$ cat config.mk
export PLATFORM = sky130hd
export DESIGN_NAME = line_buf_ctrl
export DESIGN_NICKNAME = d
export VERILOG_FILES = /design/src/rtl/line_buf_ctrl.sv
export SDC_FILE = /design/constraint.sdc
export NUM_CORES = 1
export LEC_CHECK = 0
export ABC_AREA = 1
export CAP_MARGIN = 20
export CORE_ASPECT_RATIO = 1.1
export CORE_MARGIN = 5
export CORE_UTILIZATION = 58
export CTS_CLUSTER_SIZE = 14
export DETAILED_ROUTE_END_ITERATION = 8
export PLACE_DENSITY = 0.83
export SLEW_MARGIN = 25
export SYNTH_ARGS = -nofsm -noshare
export SYNTH_HDL_FRONTEND = slang
export SYNTH_SLANG_ARGS = --single-unit
$ cat constraint.sdc
create_clock -name pclk -period 3.8 [get_ports pclk]
set_clock_uncertainty 0.05 [all_clocks]
set_input_delay 0.57 -clock pclk [delete_from_list [all_inputs] [get_ports pclk]]
set_output_delay 0.57 -clock pclk [all_outputs]
set_load 0.02 [all_outputs]
$ cat src/rtl/line_buf_ctrl.sv
// Ping-pong scanline buffer sequencer between the PPU pixel stream and VGA scanout.
// Optional macro LBC_RESYNC_EN: ppu_line_start realigns the PPU line counter.
module line_buf_ctrl #(
   parameter int unsigned PPU_LINE_LEN  = 1600,
   parameter int unsigned STARTUP_DELAY = 3199,
   parameter int unsigned ADDR_W        = 10
) (
   input  logic              pclk,
   input  logic              rst,
   input  logic              ppu_line_start,
   input  logic              vga_line_start,
   input  logic              err_clr,
   output logic              wr_en,
   output logic [ADDR_W-1:0] wr_addr,
   output logic              wr_bank,
   output logic              rd_bank,
   output logic              vga_en,
   output logic              underrun,
   output logic              overrun
);

   localparam int unsigned X_W  = ADDR_W + 1;
   localparam int unsigned ST_W = $clog2(STARTUP_DELAY + 1);
   localparam logic [X_W-1:0]  X_LAST  = X_W'(PPU_LINE_LEN - 1);
   localparam logic [ST_W-1:0] ST_LAST = ST_W'(STARTUP_DELAY);

   typedef enum logic {ST_STARTUP, ST_RUN} state_e;

   state_e          state_q, state_d;
   logic [X_W-1:0]  x_cnt_q, x_cnt_d;
   logic [ST_W-1:0] st_cnt_q, st_cnt_d;
   logic            wr_bank_q, wr_bank_d;
   logic            rd_bank_q, rd_bank_d;
   logic            ready_bank_q, ready_bank_d;
   logic            line_ready_q, line_ready_d;
   logic            underrun_q, underrun_d;
   logic            overrun_q, overrun_d;

   logic            resync_hit;
   logic            line_done;
   logic            handoff;
   logic            set_under;
   logic            set_over;

`ifndef LBC_RESYNC_EN
   logic            resync_unused;
   assign resync_unused = ppu_line_start;
`endif

   always_comb begin
      x_cnt_d    = (x_cnt_q == X_LAST) ? '0 : x_cnt_q + 1'b1;
      resync_hit = 1'b0;
`ifdef LBC_RESYNC_EN
      if (ppu_line_start && (x_cnt_q != '0)) begin
         resync_hit = 1'b1;
         x_cnt_d    = '0;
      end
`endif
      line_done = (x_cnt_q == X_LAST) && !resync_hit;
   end

   always_comb begin
      state_d  = state_q;
      st_cnt_d = st_cnt_q;
      case (state_q)
         ST_STARTUP: begin
            if (st_cnt_q == ST_LAST) state_d = ST_RUN;
            else                     st_cnt_d = st_cnt_q + 1'b1;
         end
         ST_RUN: state_d = ST_RUN;
      endcase
   end

   assign handoff = (state_q == ST_RUN) && vga_line_start;

   // A completion coinciding with a VGA line start hands the fresh bank straight over.
   always_comb begin
      wr_bank_d    = wr_bank_q;
      rd_bank_d    = rd_bank_q;
      ready_bank_d = ready_bank_q;
      line_ready_d = line_ready_q;
      set_under    = 1'b0;
      set_over     = 1'b0;
      if (line_done) begin
         wr_bank_d    = ~wr_bank_q;
         ready_bank_d = wr_bank_q;
      end
      if (line_done && handoff) begin
         rd_bank_d    = wr_bank_q;
         line_ready_d = 1'b0;
      end else if (line_done) begin
         line_ready_d = 1'b1;
         set_over     = line_ready_q;
      end else if (handoff) begin
         if (line_ready_q) begin
            rd_bank_d    = ready_bank_q;
            line_ready_d = 1'b0;
         end else begin
            set_under = 1'b1;
         end
      end
      underrun_d = set_under | (underrun_q & ~err_clr);
      overrun_d  = set_over  | (overrun_q  & ~err_clr);
   end

   always_ff @(posedge pclk) begin
      if (rst) begin
         state_q      <= ST_STARTUP;
         x_cnt_q      <= '0;
         st_cnt_q     <= '0;
         wr_bank_q    <= 1'b0;
         rd_bank_q    <= 1'b1;
         ready_bank_q <= 1'b0;
         line_ready_q <= 1'b0;
         underrun_q   <= 1'b0;
         overrun_q    <= 1'b0;
      end else begin
         state_q      <= state_d;
         x_cnt_q      <= x_cnt_d;
         st_cnt_q     <= st_cnt_d;
         wr_bank_q    <= wr_bank_d;
         rd_bank_q    <= rd_bank_d;
         ready_bank_q <= ready_bank_d;
         line_ready_q <= line_ready_d;
         underrun_q   <= underrun_d;
         overrun_q    <= overrun_d;
      end
   end

   assign wr_en    = ~x_cnt_q[0] & ~rst;
   assign wr_addr  = x_cnt_q[ADDR_W:1];
   assign wr_bank  = wr_bank_q;
   assign rd_bank  = rd_bank_q;
   assign vga_en   = (state_q == ST_RUN);
   assign underrun = underrun_q;
   assign overrun  = overrun_q;

endmodule
==> results of run 1 <==
==> tightest hold or removal path, cell delays in order, from the launching register on <==
cell and delay [ns]:
dfxtp_1 0.32, nand2_1 0.06, a21oi_1 0.05
==> kinds of logic after synthesis <==
logic type	Yosys count
fa+ha+maj	2
flops	30
compound gates	23
buf+inv	40
xor+xnor	5
simple gates	132
==> cells in the mapped netlist, drive strengths merged <==
library cell  count
nor3              3
nand4            10
buf              11
dfxtp            30
nand3b            1
nor3b             1
a21oi            17
xnor2             1
xor2              4
o21ai             6
clkinv            1
inv              27
nand2            61
ha                2
nor2             35
clkbuf            1
nand3            19
or2               2
==> registers in the layout (all words and copies together), names as in the netlist <==
signal / count
x_cnt_q: 11
underrun: 1
ready_bank_q: 1
vga_en: 1
st_cnt_q: 12
wr_bank: 1
rd_bank: 1
overrun: 1
line_ready_q: 1
==> worst paths after layout <==
kind                              end  slack [ns]
min reg2reg        overrun$_SDFF_PP0_        0.42
max                             wr_en        1.29
max reg2reg  st_cnt_q[6]$_SDFFE_PP0P_        2.10
min                overrun$_SDFF_PP0_        0.42
==> report_power, final <==
part           switching, uW  internal, uW  total (uW)
combinational           15.8          13.3        29.1
clock                    116          88.8         205
sequential              6.83           320         327
total                    139           422         561
==> placed cells by master (no fill, tap or decap), drive strengths merged <==
cell type,count
xnor2,1
xor2,4
nand2,61
nand3b,1
or2,2
dfxtp,30
nand4,10
nand3,19
inv,27
ha,2
nor3,3
clkbuf,6
buf,1
clkinv,2
nor2,35
clkdlybuf4s50,19
o21ai,6
clkinvlp,1
a21oi,17
nor3b,1
==> final cells by class <==
cell class / instances / area [um^2] / area share [%]
clock inverters: 2 / 12.5 / 0.689
inverters: 28 / 105 / 5.79
flip-flops and latches: 30 / 601 / 33.1
multi-input cells: 162 / 807 / 44.5
repair buffers: 20 / 198 / 10.9
well taps: 33 / 41.3 / 2.27
clock buffers: 6 / 51.3 / 2.83
==> per-stage QoR <==
step / setup WS, ns / area [um^2] / utilization (%) / power (uW) / instances
floorplan: 2.13 / 1600 / - / 352 / 232
global placement: 1.29 / 1750 / 64.8 / 362 / 273
detailed placement: 1.30 / 1750 / 64.8 / 363 / 273
CTS: 1.29 / 1820 / 67.2 / 574 / 281
global route: 1.23 / 1820 / 67.2 / 591 / 281
finish: 1.29 / 1820 / 67.2 / 561 / 281
==> layer usage <==
| metal | up-vias | share of wire (%) | global-route usage (%) |
|---|---|---|---|
| met3 | 4 | 4.9 | 6.77 |
| li1 | 762 | - | - |
| met5 | - | 0 | 0 |
| met2 | 27 | 48 | 29.2 |
| met4 | 0 | 1.6 | 10.2 |
| met1 | 685 | 45 | 23.5 |
==> impl_metrics.json, run 1 <==
{
  "status": "finished, final reports clean",
  "cap_violations": 0,
  "via_per_inst": 5.26,
  "ys_ff_latch": 30,
  "finalCriticalPeriod_ns": 2.51,
  "crit_chain": "clkdlybuf4s50_1 > buf_4 > nor2_1 > clkdlybuf4s50_1",
  "yosysSeqAreaShare_pct": 37.6,
  "holdWs_ns": 0.419,
  "cts_root_buf": "clkbuf_4",
  "first_global_vias": 1347,
  "core_area_um2": 2700,
  "num-fill-cells": 254,
  "yosys.area_share.simple_pct": 39.0,
  "slew_viol_final": 0,
  "antenna_found_initial": 0,
  "clkLatencyLatePin_ns": 0.34,
  "cts_buffer_depth": 2,
  "min_path_type": "reg2reg",
  "fp.dieW_um": 60.1,
  "maxSlewHeadroom_pct": 74.2,
  "critPathCaptureType": "primary output",
  "cp_num_buf_inv": 3,
  "cp.depth": 4,
  "setup_violations": 0,
  "die_h_um": 65.1,
  "ys_warn_count": 0,
  "yosysTopAreaCell": "dfxtp_1",
  "syn2layout_area_growth_pct": 13.5,
  "fmax_ghz": 0.399,
  "clk_pin_slew_worst_paths_ns": 0.10,
  "syn_inst": 232,
  "grt_overflow": 0,
  "power.leakage_uw": 0.000697,
  "cts.sinks": 30,
  "ant_nets": 0,
  "antennaDiodeCount": 0,
  "r2r_cells": 9,
  "hold_buffers": 0,
  "drt-total-wl_um": 3240,
  "synth_cell_types": 25,
  "postCtsSetupBuffers": 0,
  "rsz0062_at_grt": "false",
  "synth_fp_nets": 239,
  "place_congestion": 0.882,
  "cts_tree": "built",
  "grt_max_degree": 14,
  "dr.pass1.iters": 4,
  "max_stage_delay_ns": 0.61,
  "worst_path_most_repeated_cell": "clkdlybuf4s50_1",
  "peakVddDrop_mv": 0.241,
  "drt-initial-drc-count": 58,
  "crit_path_start": "rst",
  "cts.htree.levels": 2,
  "p_per_area_nw_per_um2": 309,
  "dp_hpwl_um": 2270,
  "grt_pass1_wl_um": 5620,
  "synthMuxAreaShare_pct": 0,
  "grt_usage_pct": 19.3,
  "setup.worst_path.start_class": "input port",
  "drive_above_1_share_pct": 9.68,
  "crit_fanout": 13,
  "hold_path_depth": 2,
  "avgSynthCellArea_um2": 6.89,
  "synth_fa_ha_area_share_pct": 1.56,
  "crit_type": "in2out",
  "hp-start": "overrun$_SDFF_PP0_",
  "dieArea_um2": 3910,
  "reg2reg_from": "st_cnt_q[0]$_SDFFE_PP0P_",
  "synth_xor_area_share_pct": 2.74,
  "synth_area_um2": 1600,
  "slowest_stage": "clkdlybuf4s50_1",
  "worst_slew_pin_slew_ns": 0.386,
  "routedWlPerCell_um": 11.5,
  "critPathTopFamily": "buffers and inverters",
  "finalHoldViolations": 0,
  "drc": 0,
  "worstPathRequired_ns": 3.18,
  "worstPathArrival_ns": 1.89,
  "synth_area_leaders": "dfxtp_1 38%, nand2_1 13%, nor2_1 6.8%",
  "row_count": 20,
  "post-route-period-util_pct": 66.0,
  "synth_compound_area_share_pct": 7.20,
  "start_util_pct": 59.2,
  "cts_resized": 0,
  "vias": 1478,
  "synth_top_family_by_area": "simple AND/OR/NAND/NOR gates",
  "numCtsBuffers": 5,
  "yosysTopAreaCellShare_pct": 37.6,
  "setup_tns_ns": 0,
  "ioPinCount": 21,
  "portBuffers": 19,
  "layout.nets": 254
}
Power figures use the tool's default switching activity.
==> inputs of run 2 (changes only) <==
CORE_UTILIZATION = 54   (was 58)
PLACE_DENSITY = 0.78   (was 0.83)
clock period = 2.4 ns   (was 3.8 ns; I/O delays follow)
==> run 2 against run 1 <==
  * Die area rose by 6.2%
  * Count of clock-buffer cells in the layout fell by 1
  * Wire length fell by 3.6%
  * Largest power group unchanged
  * Utilization fell by 1.9 points
  * Via count fell by 2.8%
  * Register-to-register slack got worse by 1.4 ns
==> impl_metrics.json, run 2 (same netlist as run 1, synthesis figures left out) <==
{
  "regMostFlops": "st_cnt_q",
  "intPower_uw": 743,
  "place_congestion": 0.820,
  "switchingPower_uw": 214,
  "ioPinCount": 21,
  "p_per_area_nw_per_um2": 523,
  "post-route-period-util_pct": 80.7,
  "routedWlPerCell_um": 11.1,
  "finalHoldViolations": 0,
  "start_util_pct": 57.1,
  "dieArea_um2": 4150,
  "maxSlewHeadroom_pct": 73.2,
  "row_count": 20,
  "min_path_type": "reg2reg",
  "setup_tns_ns": 0,
  "cts_tree": "built",
  "power.leakage_uw": 0.000708,
  "fp.dieW_um": 61.9,
  "mostFrequentLayoutCell": "nand2_1",
  "postCtsSetupBuffers": 0,
  "layout.cells.non_filler": 281,
  "drt-initial-drc-count": 80,
  "grt_usage_pct": 18.0,
  "power_frac_seq_pct": 54.0,
  "slew_viol_final": 0,
  "ant_nets": 0,
  "worstPathRequired_ns": 1.99,
  "die_h_um": 67.1,
  "drt-total-wl_um": 3120,
  "hold_buffers": 0,
  "core_area_um2": 2800,
  "first_global_vias": 1336,
  "grt_max_degree": 13,
  "cts_root_buf": "clkbuf_4",
  "rsz0062_at_grt": "false",
  "setup_violations": 0,
  "fmax_ghz": 0.517,
  "postLayoutCoreUtil_pct": 65.3,
  "clk_pin_slew_worst_paths_ns": 0.10,
  "dp_cells": 273,
  "via_per_inst": 5.11,
  "cts.htree.levels": 2,
  "layout.nets": 254,
  "worst_slew_pin_slew_ns": 0.401,
  "finalCriticalPeriod_ns": 1.94,
  "drive_above_1_share_pct": 9.68,
  "crit_fanout": 2,
  "final_cell_mix": "57 x nand2_1, 30 x dfxtp_1, 29 x nor2_1",
  "critPathCaptureType": "primary output",
  "dr.pass1.iters": 4,
  "status": "finished, final reports clean",
  "setup.worst_path.start_class": "input port",
  "antennaDiodeCount": 0,
  "largest_reg_flops": 12,
  "largestRegisters": "st_cnt_q x12, x_cnt_q x11",
  "grt_pass1_wl_um": 5590,
  "cts_buffer_depth": 2,
  "swShare_pct": 22.3,
  "numCtsBuffers": 5,
  "num-fill-cells": 270,
  "pwr-share-comb_pct": 4.9,
  "grt_overflow": 0,
  "cap_violations": 0,
  "peakVddDrop_mv": 0.531,
  "crit_type": "in2out",
  "clkLatencyLatePin_ns": 0.33,
  "dp_hpwl_um": 2250,
  "antenna_found_initial": 0,
  "cts_resized": 0,
  "vias": 1437,
  "pwr-share-clk_pct": 41.0,
  "portBuffers": 19,
  "worstPathArrival_ns": 1.53,
  "drc": 0,
  "cts.sinks": 30,
  "syn2layout_area_growth_pct": 14.4
}
==> run 2: path summary, 6_finish.rpt <==
check	startpoint	to	slack, ns	cells after the start
worst min register to register	underrun$_SDFF_PP0_	underrun$_SDFF_PP0_	0.42	2
worst max register to register	x_cnt_q[0]$_SDFF_PP0_	x_cnt_q[10]$_SDFF_PP0_	0.71	6
worst min-delay path	underrun$_SDFF_PP0_	underrun$_SDFF_PP0_	0.42	2
worst max-delay path	rst	wr_en	0.46	3
==> run 2: layout make-up <==
cell class / count / area (um^2) / area share (%)
Clock buffer: 5 / 37.5 / 2.05
Clock inverter: 3 / 40.0 / 2.19
Inverter: 28 / 105 / 5.75
Multi-Input combinational cell: 162 / 807 / 44.1
Sequential cell: 30 / 601 / 32.8
Tap cell: 33 / 41.3 / 2.26
Timing Repair Buffer: 20 / 198 / 10.8
==> run 2: power groups by stage <==
| stage | Clock (uW) | Sequential (uW) | Combinational [uW] |
|---|---|---|---|
| after detailed placement | 0 | 528 | 47.3 |
| after global placement | 0 | 528 | 46.1 |
| after floorplan | 0 | 526 | 32.1 |
| after global routing | 433 | 519 | 53.9 |
| after CTS | 405 | 517 | 47.8 |
| final | 392 | 517 | 47.1 |
==> run 2: metrics by stage <==
stage	setup WS (ns)	hold slack [ns]	total power (uW)	area, um^2
final	0.464	0.421	957	1830
after global routing	0.391	0.439	1010	1830
after CTS	0.448	0.426	970	1830
after detailed placement	0.453	0.410	575	1750
after global placement	0.442	0.405	574	1750
after floorplan	1.01	0.379	558	1600
==> run 2: metal layers <==
metal / track usage, % / vias to the layer above / wire, um
li1: - / 763 / -
met3: 5.62 / 11 / 150
met5: 0 / - / 0
met2: 27.1 / 31 / 1410
met4: 10.3 / 0 / 92
met1: 22.1 / 632 / 1460
==> run 2: worst max-delay path: stages <==
cell and delay, ns:
clkdlybuf4s50_1 0.43, nor2_1 0.12, clkdlybuf4s50_1 0.62
==> inputs of run 3 (changes only) <==
clock period = 2 ns   (was 2.4 ns; I/O delays follow)
==> run 3 against run 2 <==
  * Setup slack worse by 0.28 ns
  * Hold slack worse by 0.0041 ns
  * Utilization down 0.22 points
  * Cell count up 0.36%
  * Cell area down 0.34%
  * Non-clock buffer count up 1
  * Register-to-register slack worse by 0.38 ns
  * Critical path depth unchanged
  * Die area unchanged
  * Wire length down 3.4%
  * Clock power down 1%
  * Count of clock-buffer cells in the layout up 1
==> impl_metrics.json, run 3 (same netlist as run 1, synthesis figures left out) <==
{
  "first_global_vias": 1283,
  "regToRegEndpoint": "x_cnt_q[5]$_SDFF_PP0_",
  "vias": 1425,
  "post-route-period-util_pct": 91.0,
  "crit_chain": "clkdlybuf4s50_1 > nor2_1 > clkdlybuf4s50_1",
  "clk_pin_slew_worst_paths_ns": 0.10,
  "ant_nets": 0,
  "routedWlPerCell_um": 10.7,
  "grt_overflow": 0,
  "worst_slew_pin_slew_ns": 0.370,
  "dieArea_um2": 4150,
  "status": "finished, final reports clean",
  "cts.htree.levels": 2,
  "critPathTopFamily": "buffers and inverters",
  "core_area_um2": 2800,
  "cts_resized": 0,
  "worstPathRequired_ns": 1.65,
  "regMostFlops": "st_cnt_q",
  "mostFrequentLayoutCell": "nand2_1",
  "start_util_pct": 57.1,
  "setup_tns_ns": 0,
  "slowest_stage": "clkdlybuf4s50_1",
  "ioPinCount": 21,
  "cts_buffer_depth": 2,
  "critPathCaptureType": "primary output",
  "reg2reg_from": "x_cnt_q[0]$_SDFF_PP0_",
  "power.leakage_uw": 0.000702,
  "drc": 0,
  "cp.depth": 3,
  "fp.dieW_um": 61.9,
  "postLayoutCoreUtil_pct": 65.0,
  "cts_root_buf": "clkbuf_4",
  "via_per_inst": 5.05,
  "drive_above_1_share_pct": 10.0,
  "die_h_um": 67.1,
  "max_stage_delay_ns": 0.62,
  "antennaDiodeCount": 0,
  "setup_violations": 0,
  "drt-initial-drc-count": 69,
  "worstPathArrival_ns": 1.47,
  "row_count": 20,
  "r2r_cells": 6,
  "num-fill-cells": 273,
  "grt_pass1_wl_um": 5280,
  "finalCriticalPeriod_ns": 1.82,
  "place_congestion": 0.852,
  "peakVddDrop_mv": 0.467,
  "crit_fanout": 2,
  "grt_max_degree": 13,
  "holdWs_ns": 0.417,
  "largest_reg_flops": 12,
  "r2r_slack_ns": 0.33,
  "slew_viol_final": 0,
  "syn2layout_area_growth_pct": 14.0,
  "layout.nets": 255,
  "crit_end": "wr_en",
  "maxSlewHeadroom_pct": 75.3,
  "finalHoldViolations": 0,
  "grt_usage_pct": 17.2,
  "fmax_ghz": 0.550,
  "dr.pass1.iters": 4,
  "p_per_area_nw_per_um2": 584,
  "numCtsBuffers": 5,
  "crit_path_start": "rst",
  "cp_num_buf_inv": 2,
  "portBuffers": 19,
  "postCtsSetupBuffers": 0,
  "antenna_found_initial": 0,
  "min_path_type": "reg2reg",
  "clkLatencyLatePin_ns": 0.33,
  "cts_tree": "built",
  "worst_path_most_repeated_cell": "clkdlybuf4s50_1",
  "hold_buffers": 0,
  "setup.worst_path.start_class": "input port",
  "rsz0062_at_grt": "false",
  "largestRegisters": "st_cnt_q x12, x_cnt_q x11",
  "cts.sinks": 30,
  "final_cell_mix": "57 x nand2_1, 30 x dfxtp_1, 29 x nor2_1",
  "dp_hpwl_um": 2200,
  "crit_type": "in2out",
  "drt-total-wl_um": 3020,
  "cap_violations": 0
}
## run 3: final cells by class
cell class                      instances  area, um^2  share of cell area [%]
Sequential cell                        30         601                    32.9
Inverter                               28         105                    5.77
Clock inverter                          2        12.5                   0.686
Multi-Input combinational cell        162         807                    44.3
Clock buffer                            6        51.3                    2.81
Tap cell                               33        41.3                    2.26
Timing Repair Buffer                   21         205                    11.3
## run 3: worst reg2reg max path, cell delays in order (launching register included)
cell	delay, ns
dfxtp_1	0.44
ha_1	0.24
nand3_2	0.13
nor2_4	0.18
nand2_2	0.12
nand2_1	0.31
nor3b_1	0.09
## run 3: worst min path at each step
stage | start | endpoint | slack [ns] | cells past startpoint
global placement | underrun$_SDFF_PP0_ | underrun$_SDFF_PP0_ | 0.40 | 2
detailed placement | underrun$_SDFF_PP0_ | underrun$_SDFF_PP0_ | 0.40 | 2
finish | underrun$_SDFF_PP0_ | underrun$_SDFF_PP0_ | 0.42 | 2
floorplan | rst | st_cnt_q[11]$_SDFFE_PP0P_ | 0.32 | 1
global route | underrun$_SDFF_PP0_ | underrun$_SDFF_PP0_ | 0.43 | 2
CTS | underrun$_SDFF_PP0_ | underrun$_SDFF_PP0_ | 0.42 | 2
## run 3: where the power goes
| group | internal [uW] | switching, uW | leakage [uW] |
|---|---|---|---|
| sequential | 607 | 13.4 | 0.000243 |
| combinational | 26.5 | 30.5 | 0.000425 |
| clock | 169 | 218 | 0.0000343 |
## run 3: stage by stage
| stage | instance area (um^2) | total power [uW] | std cells | worst slack, ns |
|---|---|---|---|---|
| 2_1_floorplan | 1600 | 670 | 232 | 0.610 |
| 3_3_place_gp | 1760 | 690 | 274 | 0.161 |
| 3_5_place_dp | 1760 | 691 | 274 | 0.170 |
| 4_1_cts | 1820 | 1070 | 282 | 0.155 |
| 5_1_grt | 1820 | 1110 | 282 | 0.0858 |
| 6_report | 1820 | 1060 | 282 | 0.181 |
## run 3: routing by layer
layer / wire length (um) / vias to the layer above / global-route usage [%]
li1: - / 768 / -
met1: 1490 / 636 / 21.4
met2: 1370 / 15 / 26.0
met3: 82 / 6 / 4.46
met4: 70 / 0 / 10.1
met5: 0 / - / 0
==> RTL change 1: new RTL, config.mk and constraints of run 2 <==
Set the parameter `ADDR_W` to 9 (it was 10).
--- a/src/rtl/line_buf_ctrl.sv
+++ b/src/rtl/line_buf_ctrl.sv
@@ -3,7 +3,7 @@
 module line_buf_ctrl #(
    parameter int unsigned PPU_LINE_LEN  = 1600,
    parameter int unsigned STARTUP_DELAY = 3199,
-   parameter int unsigned ADDR_W        = 10
+   parameter int unsigned ADDR_W        = 9
 ) (
    input  logic              pclk,
    input  logic              rst,
Interface: changed (resized wr_addr); port bits go from 21 to 20. No check against the original RTL was run, so the function may have changed too.
==> RTL change 1 against run 2 <==
Wire length shrank 5.7%; power fell by 7.0%; synthesized cell count decreased by 7.3%; area after synthesis fell by 5.3%; sequential cell count shrank 1; clock power fell by 12%; setup slack got worse by 17 ps; largest power group unchanged; core utilization is 1.4 points lower; design area is 4.8% lower; critical path type unchanged; largest cell class unchanged; count of clock-buffer cells in the layout up 2; die area fell by 4.5%.
==> RTL change 1: results (changes against run 2) <==
[run_status]
outcome=complete, no violations

[worst_setup_path]
r2r-end=st_cnt_q[11]$_SDFFE_PP0P_
regToRegSetupSlack_ps=800  ; +90 ps
rr_startpoint=st_cnt_q[0]$_SDFFE_PP0P_

[grt]
grt_pass1_vias=1241  ; -7.1%
grt_pass1_wl_um=5350  ; -4.2%
track_usage_pct=17.3  ; -0.71 points
grt_max_degree=14  ; +1

[power_and_ir_drop]
ir_drop_mv=0.400  ; -25%
p_leak_uw=0.000690  ; -2.5%

[drt]
viasPerCell=5.02  ; -1.8%
dr.pass1.iters=5  ; +1
wirelength_um=2940  ; -5.7%

[placement]
dp_hpwl_um=2200  ; -2.1%
port_buffers=18  ; -1
place.gp.congestion=0.849  ; +3.6%

[clock_tree]
ctsResizeCount=0  ; unchanged
clk_latency_ps=320

[finish]
reg_top3=st_cnt_q: 12 flops, x_cnt_q: 10 flops
nets=238  ; -6.3%
drive_gt1_share_pct=9.48  ; -0.19 points

[synth]
syn_nets=222  ; -7.1%
synthTopCellsByArea=dfxtp_1, nand2_1, nor2_1, nand3_1, buf_4
synth-seq-area-share_pct=38.3  ; +0.79 points
ys_types=29  ; +16%
yosys-top-cells-count=nand2_1, nor2_1, dfxtp_1

[hold_path]
hold_path_depth=1  ; -1
min_to=x_cnt_q[0]$_SDFF_PP0_
hp-start=x_cnt_q[0]$_SDFF_PP0_

[timing]
hold-worst-slack_ps=415  ; -5.64 ps
max-slew-margin-rel_pct=69.0  ; -4.2 points

[RTL change 1: how the worst max path moves through the flow]
stage                                         from                        end  slack (ps)
after global routing                           rst                      wr_en         370
after detailed placement                       rst                      wr_en         440
after floorplan           st_cnt_q[0]$_SDFFE_PP0P_  st_cnt_q[10]$_SDFFE_PP0P_        1040
final                                          rst                      wr_en         450
after global placement                         rst                      wr_en         440
after CTS                                      rst                      wr_en         440
[RTL change 1: per-layer routing]
metal / global-route usage, % / up-vias / share of wire (%)
met5: 0 / - / 0
met1: 20.4 / 596 / 44
li1: - / 713 / -
met4: 4.07 / 0 / 0.51
met3: 4.72 / 2 / 4.0
met2: 30.7 / 20 / 52
[RTL change 1: cell families after synthesis]
| group | count (synthesis) | share of synthesized area [%] |
|---|---|---|
| compound gates | 19 | 7.11 |
| xor+xnor | 7 | 4.05 |
| fa+ha+maj | 2 | 1.65 |
| buf+inv | 28 | 9.17 |
| flops | 29 | 38.3 |
| simple gates | 130 | 39.7 |
[RTL change 1: per-stage QoR]
stage          area (um^2)  utilization (%)  std cells  worst slack, ps  total power, uW
2_1_floorplan         1510                -        215             1040              540
3_3_place_gp          1670             61.3        257              440              557
3_5_place_dp          1670             61.3        257              440              557
4_1_cts               1740             63.9        265              440              897
5_1_grt               1740             63.9        265              375              923
6_report              1740             63.9        265              447              889
[RTL change 1: final cells by class]
class                           instances  area (um^2)
Fill cell                             251          986
Timing Repair Buffer                   19          188
Multi-Input combinational cell        158          795
Tap cell                               33         41.3
Sequential cell                        29          581
Clock inverter                          1         5.00
Clock buffer                            7         65.1
Inverter                               18         67.6
[RTL change 1: power by group]
part | switching (uW) | total (uW) | internal (uW) | leakage [uW]
logic | 25.6 | 46.8 | 21.1 | 0.000414
clock network | 174 | 344 | 170 | 0.0000413
registers | 9.09 | 499 | 490 | 0.000235
total | 209 | 889 | 680 | 0.000690
[RTL change 1: critical path: stages]
cell	delay, ps
clkdlybuf4s50_1	460
nor2_1	120
clkdlybuf4s50_1	610
==> RTL change 2: new RTL, flow settings as in run 2 <==
Without the edit above. Put a register stage on the output `vga_en`, cleared by the reset. The value now appears one clock later. The other outputs are not delayed to match.
--- a/src/rtl/line_buf_ctrl.sv
+++ b/src/rtl/line_buf_ctrl.sv
@@ -131,7 +131,13 @@
    assign wr_addr  = x_cnt_q[ADDR_W:1];
    assign wr_bank  = wr_bank_q;
    assign rd_bank  = rd_bank_q;
-   assign vga_en   = (state_q == ST_RUN);
+   always_ff @(posedge pclk) begin
+      if (rst) begin
+         vga_en <= '0;
+      end else begin
+         vga_en <= (state_q == ST_RUN);
+      end
+   end
    assign underrun = underrun_q;
    assign overrun  = overrun_q;
 
Check against the original RTL: no difference found for any inputs over 10 cycles, from zero or initial values and one cycle with rst high; that may be too few to reach the edited logic, so the function may still have changed.
==> RTL change 2 against run 2 <==
Power down 13%; design area down 0.27%; synthesized cell count up 0.86%; sequential cell count up 1; area after synthesis up 1.9%; setup slack better by 4.6 ps; clock power down 34%; wire length down 1.5%; die area up 1.6%; critical path type unchanged; highest routed layer unchanged.
==> RTL change 2: results (changes against run 2) <==
[finish]
reg_top3=st_cnt_q: 12 flops, x_cnt_q: 11 flops
nets=256  ; +0.79%
antenna_cells=0  ; unchanged
drive_gt1_share_pct=8.87  ; -0.81 points
fillers=299  ; +11%

[synth]
ys_types=26  ; +4.0%
synth-seq-area-share_pct=38.1  ; +0.54 points
syn_nets=241  ; +0.84%
synthTopCellsByArea=dfxtp_1, nand2_1, nor2_1, inv_1, a21oi_1
yosysWarnings=0  ; unchanged
yosys-top-cells-count=nand2_1, dfxtp_1, nor2_1

[power_and_ir_drop]
ir_drop_mv=0.294  ; -45%
p_leak_uw=0.000689  ; -2.6%
switchingPower_uw=190  ; -11%

[clock_tree]
ctsResizeCount=0  ; unchanged
htreeDepth=2  ; unchanged
clkTransAtPathRegs_ps=80  ; -20 ps
clk_latency_ps=320

[placement]
place.gp.congestion=0.817  ; -0.30%
pre_cts_ws_ps=409  ; -44.6 ps
dp_hpwl_um=2280  ; +1.1%

[grt]
grt_pass1_wl_um=5480  ; -2.0%
antenna_found_initial=0  ; unchanged
track_usage_pct=16.2  ; -1.9 points
grt_max_degree=14  ; +1
grt_pass1_vias=1324  ; -0.90%

[drt]
wl_per_cell_um=10.9  ; -1.9%
drt_iter0_markers=55  ; -31%
num_vias=1434  ; -0.21%

[worst_setup_path]
cp_data_arrival_time_ps=1520

[run_status]
outcome=complete, no violations

[timing]
max-slew-margin-rel_pct=75.3  ; +2.1 points

## RTL change 2: changes by cell type after synthesis, sizes merged
cell / before / now
dfxtp: 30 / 31
nor2: 35 / 36
## RTL change 2: path summary, 6_finish.rpt
path / from / to / slack (ps) / cells past startpoint
setup / recovery: rst / wr_en / 470 / 3
hold / removal: underrun$_SDFF_PP0_ / underrun$_SDFF_PP0_ / 420 / 2
setup reg to reg: x_cnt_q[0]$_SDFF_PP0_ / x_cnt_q[5]$_SDFF_PP0_ / 730 / 6
hold reg to reg: underrun$_SDFF_PP0_ / underrun$_SDFF_PP0_ / 420 / 2
## RTL change 2: cell type report
cell class / instances / area share [%]
clock buffer: 6 / 2.26
inverter: 28 / 5.76
multi-input combinational: 163 / 44.8
sequential: 31 / 34.0
tap: 34 / 2.33
timing repair buffer: 20 / 10.8
## RTL change 2: layer usage
| metal | up-vias | global-route usage [%] | part of all wire (%) |
|---|---|---|---|
| met3 | 10 | 4.49 | 3.5 |
| met1 | 634 | 18.3 | 46 |
| li1 | 767 | - | - |
| met2 | 23 | 28.0 | 48 |
| met4 | 0 | 8.49 | 2.3 |
| met5 | - | 0 | 0 |
## RTL change 2: power by group through the flow
| stage | logic, uW | clock network [uW] | registers [uW] |
|---|---|---|---|
| floorplan | 32.1 | 0 | 543 |
| global placement | 46.5 | 0 | 545 |
| detailed placement | 47.4 | 0 | 545 |
| CTS | 47.4 | 277 | 533 |
| global route | 53.1 | 305 | 535 |
| finish | 46.4 | 258 | 533 |
## RTL change 2: kinds of logic after synthesis
kind of cell    count (synthesis)  synth area share (%)
simple gates                  133                  38.9
buf+inv                        40                  11.8
flops                          31                  38.1
compound gates                 23                  7.07
xor+xnor                        5                  2.69
fa+ha+maj                       2                  1.54
## RTL change 2: metrics by stage
stage	instance area, um^2	hold slack, ps	power (uW)	std cells
finish	1820	418	837	282
global route	1820	448	893	282
CTS	1820	423	857	282
detailed placement	1780	411	592	276
global placement	1780	407	591	276
floorplan	1630	379	575	234
## RTL change 2: worst max-delay path: stages
cell and delay (ps):
clkdlybuf4s50_1 450, nor2_1 100, clkdlybuf4s50_1 610
